===== src/rtl/hazard_scoreboard_pkg.sv =====
// Shared constants for the hazard scoreboard: Tuse/Tnew codes and the stall-cause encoding.
package hazard_scoreboard_pkg;

    localparam logic [1:0] TUSE_NONE   = 2'b11;

    localparam logic [1:0] TNEW_LINK   = 2'd0;
    localparam logic [1:0] TNEW_ALU    = 2'd1;
    localparam logic [1:0] TNEW_LOAD   = 2'd2;

    localparam logic [1:0] TUSE_BRANCH = 2'd0;
    localparam logic [1:0] TUSE_ALU    = 2'd1;
    localparam logic [1:0] TUSE_STORE  = 2'd2;

    typedef enum logic [1:0] {
        CAUSE_NONE = 2'd0,
        CAUSE_DATA = 2'd1,
        CAUSE_MD   = 2'd2
    } stall_cause_e;

endpackage


===== src/rtl/hazard_scoreboard_src_match.sv =====
// Youngest-match lookup and forward mux for one decode source register (hazard_src_match).
module hazard_src_match #(
    parameter int STAGES = 3,
    parameter int REG_AW = 5,
    parameter int DATA_W = 32,
    parameter int TNEW_W = 2,
    parameter int SRC_W  = $clog2(STAGES + 1)
) (
    input  logic [REG_AW-1:0]              addr,
    input  logic [TNEW_W-1:0]              tuse,
    input  logic [STAGES-1:0]              ent_valid,
    input  logic [STAGES-1:0][REG_AW-1:0]  ent_dst,
    input  logic [STAGES-1:0][TNEW_W-1:0]  ent_tnew,
    input  logic [STAGES*DATA_W-1:0]       st_data,
    input  logic [DATA_W-1:0]              rf_data,
    output logic                           hazard,
    output logic                           pending,
    output logic [SRC_W-1:0]               fwd_src,
    output logic [DATA_W-1:0]              fwd_data
);

    logic              found;
    logic [TNEW_W-1:0] m_tnew;
    logic [SRC_W-1:0]  m_src;
    logic [DATA_W-1:0] m_data;
    logic              used;
    logic              ready;

    // Scan oldest to youngest so the youngest match is the one left standing.
    always_comb begin
        found  = 1'b0;
        m_tnew = '0;
        m_src  = '0;
        m_data = '0;
        for (int k = STAGES - 1; k >= 0; k--) begin
            if (ent_valid[k] && (ent_dst[k] == addr) && (addr != '0)) begin
                found  = 1'b1;
                m_tnew = ent_tnew[k];
                m_src  = SRC_W'(k + 1);
                m_data = st_data[k*DATA_W +: DATA_W];
            end
        end
    end

    always_comb begin
        used     = (tuse != {TNEW_W{1'b1}});
        ready    = found && (m_tnew == '0);
        hazard   = found && used && (m_tnew > tuse);
        pending  = found && (m_tnew != '0) && (m_tnew <= tuse);
        fwd_src  = ready ? m_src : '0;
        fwd_data = ready ? m_data : rf_data;
    end

endmodule


===== src/rtl/hazard_scoreboard.sv =====
// In-flight write table with Tnew countdown; produces decode stall and forwarding.
// Optional HAZARD_STATS_EN adds saturating data/mult-div stall counters.
module hazard_scoreboard
    import hazard_scoreboard_pkg::*;
#(
    parameter int STAGES = 3,
    parameter int REG_AW = 5,
    parameter int DATA_W = 32,
    parameter int TNEW_W = 2
) (
    input  logic                           clk,
    input  logic                           rst,
    input  logic                           flush,
    input  logic                           id_valid,
    input  logic [REG_AW-1:0]              id_rs_addr,
    input  logic [REG_AW-1:0]              id_rt_addr,
    input  logic [TNEW_W-1:0]              id_rs_tuse,
    input  logic [TNEW_W-1:0]              id_rt_tuse,
    input  logic                           id_dst_we,
    input  logic [REG_AW-1:0]              id_dst_addr,
    input  logic [TNEW_W-1:0]              id_tnew,
    input  logic                           id_is_md,
    input  logic                           md_busy,
    input  logic                           md_start_e,
    input  logic [DATA_W-1:0]              rf_rs_data,
    input  logic [DATA_W-1:0]              rf_rt_data,
    input  logic [STAGES*DATA_W-1:0]       st_data,
    output logic                           stall,
    output logic [DATA_W-1:0]              rs_data,
    output logic [DATA_W-1:0]              rt_data,
    output logic [$clog2(STAGES+1)-1:0]    rs_src,
    output logic [$clog2(STAGES+1)-1:0]    rt_src,
    output logic                           rs_pending,
    output logic                           rt_pending
`ifdef HAZARD_STATS_EN
    ,
    output logic [31:0]                    stat_data_stalls,
    output logic [31:0]                    stat_md_stalls
`endif
);

    localparam int SRC_W = $clog2(STAGES + 1);

    logic [STAGES-1:0]             ent_valid;
    logic [STAGES-1:0][REG_AW-1:0] ent_dst;
    logic [STAGES-1:0][TNEW_W-1:0] ent_tnew;

    logic         rs_hazard;
    logic         rt_hazard;
    logic         md_hazard;
    logic         push;
    stall_cause_e stall_cause;

    hazard_src_match #(
        .STAGES(STAGES), .REG_AW(REG_AW), .DATA_W(DATA_W), .TNEW_W(TNEW_W), .SRC_W(SRC_W)
    ) u_rs_match (
        .addr(id_rs_addr), .tuse(id_rs_tuse),
        .ent_valid(ent_valid), .ent_dst(ent_dst), .ent_tnew(ent_tnew),
        .st_data(st_data), .rf_data(rf_rs_data),
        .hazard(rs_hazard), .pending(rs_pending), .fwd_src(rs_src), .fwd_data(rs_data)
    );

    hazard_src_match #(
        .STAGES(STAGES), .REG_AW(REG_AW), .DATA_W(DATA_W), .TNEW_W(TNEW_W), .SRC_W(SRC_W)
    ) u_rt_match (
        .addr(id_rt_addr), .tuse(id_rt_tuse),
        .ent_valid(ent_valid), .ent_dst(ent_dst), .ent_tnew(ent_tnew),
        .st_data(st_data), .rf_data(rf_rt_data),
        .hazard(rt_hazard), .pending(rt_pending), .fwd_src(rt_src), .fwd_data(rt_data)
    );

    // Data hazards take precedence so the structural cause means "stalled only by mult/div".
    always_comb begin
        md_hazard   = id_is_md && (md_busy || md_start_e);
        stall_cause = CAUSE_NONE;
        if (id_valid && (rs_hazard || rt_hazard)) begin
            stall_cause = CAUSE_DATA;
        end else if (id_valid && md_hazard) begin
            stall_cause = CAUSE_MD;
        end
        stall = (stall_cause != CAUSE_NONE);
        push  = id_valid && !stall;
    end

    // A stalled or empty decode slot enters the table as a bubble.
    always_ff @(posedge clk or negedge rst) begin
        if (!rst) begin
            ent_valid <= '0;
            ent_dst   <= '0;
            ent_tnew  <= '0;
        end else if (flush) begin
            ent_valid <= '0;
            ent_dst   <= '0;
            ent_tnew  <= '0;
        end else begin
            ent_valid[0] <= push && id_dst_we && (id_dst_addr != '0);
            ent_dst[0]   <= push ? id_dst_addr : '0;
            ent_tnew[0]  <= push ? id_tnew : '0;
            for (int k = 1; k < STAGES; k++) begin
                ent_valid[k] <= ent_valid[k-1];
                ent_dst[k]   <= ent_dst[k-1];
                ent_tnew[k]  <= (ent_tnew[k-1] == '0) ? '0 : ent_tnew[k-1] - 1'b1;
            end
        end
    end

`ifdef HAZARD_STATS_EN
    always_ff @(posedge clk or negedge rst) begin
        if (!rst) begin
            stat_data_stalls <= '0;
            stat_md_stalls   <= '0;
        end else begin
            if ((stall_cause == CAUSE_DATA) && (stat_data_stalls != '1)) begin
                stat_data_stalls <= stat_data_stalls + 32'd1;
            end
            if ((stall_cause == CAUSE_MD) && (stat_md_stalls != '1)) begin
                stat_md_stalls <= stat_md_stalls + 32'd1;
            end
        end
    end
`endif

endmodule


===== config.mk =====
export PLATFORM = sky130hd
export DESIGN_NAME = hazard_scoreboard
export DESIGN_NICKNAME = d
export VERILOG_FILES = /design/src/rtl/hazard_scoreboard_pkg.sv /design/src/rtl/hazard_scoreboard_src_match.sv /design/src/rtl/hazard_scoreboard.sv
export SDC_FILE = /design/constraint.sdc
export NUM_CORES = 1
export LEC_CHECK = 0
export ABC_AREA = 1
export ABC_CLOCK_PERIOD_IN_PS = 2800
export BUFFER_PORTS_ARGS = -buffer_cell sky130_fd_sc_hd__buf_2
export CORE_MARGIN = 2
export CORE_UTILIZATION = 30
export CTS_CLUSTER_DIAMETER = 50
export DETAILED_ROUTE_END_ITERATION = 8
export PLACE_DENSITY = 0.54
export REMOVE_ABC_BUFFERS = 1
export SYNTH_ARGS = -nofsm -noshare
export SYNTH_HDL_FRONTEND = slang
export SYNTH_SLANG_ARGS = --single-unit

===== constraint.sdc =====
create_clock -name clk -period 2.8 [get_ports clk]
set_input_delay 0.42 -clock clk [delete_from_list [all_inputs] [get_ports clk]]
set_output_delay 0.42 -clock clk [all_outputs]
set_load 0.1 [all_outputs]

### Word level (Yosys, flattened, before mapping)

Index checks and enable logic that the tools add are counted.
Widths: inputs -> output; s select.

| cells by class | value |
|---|---|
| order comparisons | 4 |
| div/mod/pow operators | 0 |
| $mul | 0 |
| add/sub/neg operators | 2 |
| eq/ne operators | 8 |
| bitwise gates (word level) | 0 |
| reductions and logical operators | 41 |
| multiplexer cells | 37 |
| shift operators | 0 |

Operator list:

| cell | count |
|---|---|
| $mux 32 | 8 |
| $mux 2 | 19 |
| $eq 5x5->1 | 6 |
| $logic_and 1x1->1 | 28 |
| $mux 15 | 1 |
| $reduce_bool 5->1 | 3 |
| $logic_not 2->1 | 4 |
| $mux 1 | 6 |
| $mux 6 | 1 |
| $reduce_bool 2->1 | 3 |
| $mux 5 | 1 |
| $gt 2x2->1 | 2 |
| $le 2x2->1 | 2 |
| $ne 2x2->1 const B | 2 |
| $sub 2x1->2 const B | 2 |
| $mux 3 | 1 |
| $logic_or 1x1->1 | 2 |
| $logic_not 1->1 | 1 |

| word-level totals | value |
|---|---|
| latch bits | 0 |
| input port bits | 189 |
| register bits after elaboration | 24 |
| memory bits (writable) | 0 |
| memory bits (read-only) | 0 |
| logic and storage cells | 99 |
| output and inout bits | 71 |
| memories kept | 0 |

### Longest topological paths before layout

| depth | value |
|---|---|
| word-level depth | 17 |
| gate-level depth with buffers | 19 |

### Modules after synthesis

Synthesis repeated with hierarchy kept, for this count alone.

| unflattened totals | value |
|---|---|
| cell total of the unflattened synthesis | 928 |
| area total of the unflattened synthesis | 4,757.1 um^2 |

By module, submodules not included:

| module | area an instance (um^2) | instances | cells each | sequential area each (um^2) |
|---|---|---|---|---|
| hazard_src_match | 1,951.9 | 2 | 422 | 0.0 |
| hazard_scoreboard | 853.3 | 1 | 84 | 600.6 |

### Worst setup path after synthesis

No wires, ideal clock.

| timing path | value |
|---|---|
| kind | input port to output port |
| start | in id_rs_addr[2] |
| end | out stall |
| stages | 16 |
| slack | -1.393 ns |
| data required time | 2.380 ns |
| arrival | 3.773 ns |
| cell sequence | inv_1 > nand2_1 > nand2_1 > nand2_1 > nor2_4 > nand2_2 > nand3_1 > nand2_1 > nand2_2 > buf_2 > inv_1 > ha_1 > a21oi_1 > a21oi_1 > nand3_1 > a31oi_1 |

| on the way | value |
|---|---|
| word-level cells in the longest chain between the ends | 12 |
| elaborated cells on any way between the ends | 23 |

Ends and longest elaborated chain:

| what | RTL line | text |
|---|---|---|
| from (decl) | hazard_scoreboard.sv:15 | `input logic [REG_AW-1:0] id_rs_addr,` |
| $eq 5x5->1 | hazard_scoreboard_src_match.sv:36 | `if (ent_valid[k] && (ent_dst[k] == addr) && (addr != '0)) begin` |
| $logic_and 1x1->1 (2 in series) | hazard_scoreboard_src_match.sv:36 |  |
| $mux 2 / $mux 1 (equally long branches) (3 in series) | hazard_scoreboard_src_match.sv:36 |  |
| $gt 2x2->1 / $logic_and 1x1->1 (equally long branches) | hazard_scoreboard_src_match.sv:48 | `hazard = found && used && (m_tnew > tuse);` |
| $logic_and 1x1->1 * | hazard_scoreboard_src_match.sv:48 |  |
| $logic_or 1x1->1 * | hazard_scoreboard.sv:76 | `if (id_valid && (rs_hazard \|\| rt_hazard)) begin` |
| $logic_and 1x1->1 * | hazard_scoreboard.sv:76 |  |
| $mux 2 * | hazard_scoreboard.sv:76 |  |
| $reduce_bool 2->1 * | hazard_scoreboard.sv:81 | `stall = (stall_cause != CAUSE_NONE);` |
| to (decl) | hazard_scoreboard.sv:28 | `output logic stall,` |

Every way passes the cells marked *; elsewhere a longest branch is shown, timed or not.

### Worst setup path after layout

| timing path | value |
|---|---|
| start | reg ent_dst[5] in the netlist's numbering |
| end | out stall |

| on the way | value |
|---|---|
| word-level cells in the longest chain between the ends | 11 |
| elaborated cells on any way between the ends | 24 |

Ends and longest elaborated chain:

| what | RTL line | text |
|---|---|---|
| from (decl) | hazard_scoreboard.sv:45 | `logic [STAGES-1:0][REG_AW-1:0] ent_dst;` |
| from (signal, indexed assignment) | hazard_scoreboard.sv:101 | `ent_dst[k] <= ent_dst[k-1];` |
| $eq 5x5->1 | hazard_scoreboard_src_match.sv:36 |  |
| $logic_and 1x1->1 (2 in series) | hazard_scoreboard_src_match.sv:36 |  |
| $mux 2 / $mux 1 (equally long branches) (2 in series) | hazard_scoreboard_src_match.sv:36 |  |
| $gt 2x2->1 / $logic_and 1x1->1 (equally long branches) | hazard_scoreboard_src_match.sv:48 |  |
| $logic_and 1x1->1 | hazard_scoreboard_src_match.sv:48 |  |
| $logic_or 1x1->1 * | hazard_scoreboard.sv:76 |  |
| $logic_and 1x1->1 * | hazard_scoreboard.sv:76 |  |
| $mux 2 * | hazard_scoreboard.sv:76 |  |
| $reduce_bool 2->1 * | hazard_scoreboard.sv:81 |  |

Marked as above.

==> run_results.csv <==
group,metric,value,unit
synthesis,synth_area_leaders,"nand2_1, nand3_1, dfrtp_1, nand4_1, nor2_1",
setup_path,worstPathMaxFanout,4,
synthesis,syn_inst,917,
pwr,p_leak,0.00462,uW
drt,drt_iter0_markers,874,
timing,slew_viol_final,0,
setup_path,cp_data_required_time,2.38,ns
timing,rsz0062_at_grt,"yes",
timing,relSlewSlack,0.649,
setup_path,critPathArrivalTime,2.50,ns
clock_network,cts.sinks,24,
timing,setup_viol,31,
setup_path,worstPathCellList,"inv_1 -> nand2_1 -> nand3_1 -> nor2_4 -> nand2_4 -> nand3_2 -> nand2_2 -> nand2_2 -> inv_2 -> ha_4 -> a21oi_2 -> a21oi_4 -> nand3_2 -> a31oi_4 -> buf_12",
floorplan,placementRows,45,
floorplan,die_h,128,um
timing,fin_crit_sh,1.04,
synthesis,syn_avg_cell_area,5.03,um^2
synthesis,synth_area_leader_cell,"nand2_1",
drt,postRouteWirelength,24200,um
clock_network,ctsHoldBuffers,0,
clock_network,cts_tree,"built",
clock_network,clkTransAtPathRegs,0.06,ns
clock_network,htreeDepth,1,
setup_path,end_kind,"primary output",
timing,clock-skew-final,0.00275,ns
timing,tightest_slew,0.526,ns
setup_path,cp-start-kind,"register",
synthesis,ys_ff_latch,24,
clock_network,insertion_delay,0.26,ns
placement,io_buffers,259,
timing,setup_slack,-0.116,ns
floorplan,fp.dieArea,0.0164,mm^2
pwr,power.density,207,mW/mm^2
timing,fmax,343,MHz
synthesis,syn_area,0.00461,mm^2
job,drv_cap,0,
drt,dr.pass1.iters,6,
drt,vias,7479,
setup_path,slowest_delay,0.39,ns
floorplan,ios,260,
global_routing,antenna_found_initial,6,
floorplan,start_util,0.305,
drt,drc,0,
setup_path,path_class,"reg -> out",
global_routing,grt_pass1_wl,35500,um
floorplan,coreArea,0.0151,mm^2
clock_network,cts_root_buf,"clkbuf_16",
run_status,outcome,"complete, but fails checks",
clock_network,cts_made_buffers,3,
final_layout,drive_above_1_share,0.407,
min_path,hold_path.class,"in -> async",
global_routing,grt_overflow,0,
timing,hold_slack,0.133,ns
placement,hpwl,17500,um
synthesis,yosysSeqAreaShare,0.130,
drt,wl_per_cell,17.0,um
timing,period_needed,2.92,ns
final_layout,synthToLayoutAreaGrowth,87.4,%
setup_path,cpMaxStageDelayCell,"dfrtp_1",
final_layout,fillers,1509,
floorplan,fp.dieW,128,um
run_status,violations,"negative setup slack",
drt,drt.antenna.violating_nets,0,
pwr,ir_drop,355,uV
synthesis,synth_top_area_frac,0.314,
clock_network,clockBufferDepth,2,
placement,gp_congestion,0.907,
drt,vias_per_cell,5.25,
synthesis,ys_types,28,
global_routing,grt_pass1_vias,6678,
placement,place_ws,-0.212,ns
synthesis,synthesis.yosys.warnings,0,
global_routing,grt_start_max_net_pins,38,
timing,hold_viol_final,0,
global_routing,grt_use_total,0.270,
final_layout,nets,1424,
[worst max-delay path, delay by kind of cell (launching register included)]
| kind | cells | cell delay (ns) |
|---|---|---|
| AOI/OAI and AO/OA | 3 | 0.39 |
| adders and majority gates | 1 | 0.27 |
| buffers and inverters | 3 | 0.33 |
| DFF | 1 | 0.39 |
| and+or+nand+nor | 8 | 0.86 |
[layout make-up]
| class | count | area, um^2 | share of cell area |
|---|---|---|---|
| multi-input cells | 750 | 3730 | 0.432 |
| repair buffers | 372 | 3650 | 0.423 |
| flip-flops and latches | 24 | 601 | 0.0696 |
| inverters | 80 | 300 | 0.0348 |
| well taps | 188 | 235 | 0.0272 |
| clock buffers | 3 | 75.1 | 0.00869 |
| clock inverters | 1 | 30.0 | 0.00348 |
| diodes | 7 | 17.5 | 0.00203 |
[registers in the layout, indices dropped and copies added (netlist names)]
signal and flops:
ent_dst 15, ent_valid 3, ent_tnew 6
[cell usage after synthesis]
library cell / n
xnor2_1: 2
inv_1: 70
o211ai_1: 1
o311ai_0: 1
buf_4: 7
nor2_4: 6
inv_2: 8
nor2_2: 3
nor3_1: 3
buf_1: 3
clkbuf_1: 20
nand2_2: 7
nand3_1: 143
nand2_1: 386
buf_6: 1
o21ai_0: 5
a31oi_1: 1
clkinv_1: 2
nand3_2: 1
buf_2: 32
nor2_1: 73
ha_1: 4
nand3_4: 2
a21oi_1: 43
dfrtp_1: 24
or3_1: 1
nand4_1: 67
nand4_2: 1
[metal layers]
layer	wire length [um]	track usage	part of all wire
met5	0	0	0
met4	545	0.0750	0.022
met3	2080	0.0351	0.086
met2	12000	0.467	0.49
met1	9640	0.354	0.40
[path summary, 6_finish.rpt]
check | slack (ns) | cells past startpoint | end | start
hold / removal | 0.13 | 1 | ent_dst[11] | rst
hold reg to reg | 0.43 | 1 | ent_tnew[2] | ent_tnew[0]
min in group clk | 0.38 | 3 | ent_tnew[1] | id_tnew[1]
setup / recovery | -0.12 | 15 | stall | ent_dst[5]
max in group asynchronous | 2.31 | 1 | ent_tnew[2] | rst
setup reg to reg | 0.27 | 18 | ent_dst[0] | ent_dst[5]
[power breakdown]
part	internal [uW]	switching, uW
clock network	284	121
registers	354	5.87
logic	379	642
[cells in the final DEF, fill, tap and decap left out, types with 2 or more instances in the layout]
cell / n
ha_4: 3
nand2_2: 59
nor2_4: 7
dfrtp_1: 24
nand2_4: 5
nor3_1: 2
nand3_4: 3
nand2_1: 329
a21oi_4: 2
buf_2: 188
nand4_1: 67
a21oi_1: 37
clkinv_1: 2
buf_6: 6
diode_2: 7
buf_12: 90
xnor2_1: 2
nor2_2: 8
nand3_1: 135
buf_8: 6
inv_1: 56
o21ai_0: 5
nor2_1: 67
clkbuf_16: 8
nand3_2: 8
buf_4: 75
inv_2: 22
a21oi_2: 4
[cells by family after synthesis]
group / synth area share
fa+ha+maj: 0.0109
buf+inv: 0.132
flops: 0.130
xor+xnor: 0.00380
simple gates: 0.665
compound gates: 0.0570
[metrics by stage]
stage	total power (uW)	instance area [um^2]	TNS, ns	instances	util
after floorplan	871	4300	-91.43	854	-
after global placement	1340	7500	-4.25	1366	0.497
after detailed placement	1340	7500	-7.08	1366	0.497
after CTS	1770	8020	-2.84	1393	0.532
after global routing	1860	8630	-8.47	1424	0.572
final	1790	8630	-0.613	1425	0.572
[repair_timing]
item / 4_1_cts / 5_1_grt
resized for setup: 50 / 98
setup buffers: 22 / 21
setup endpoints to repair: 71 / 71
pin swaps: 23 / 29
gates cloned: 2 / 5
Note: power is estimated with default switching activity, not from simulation.
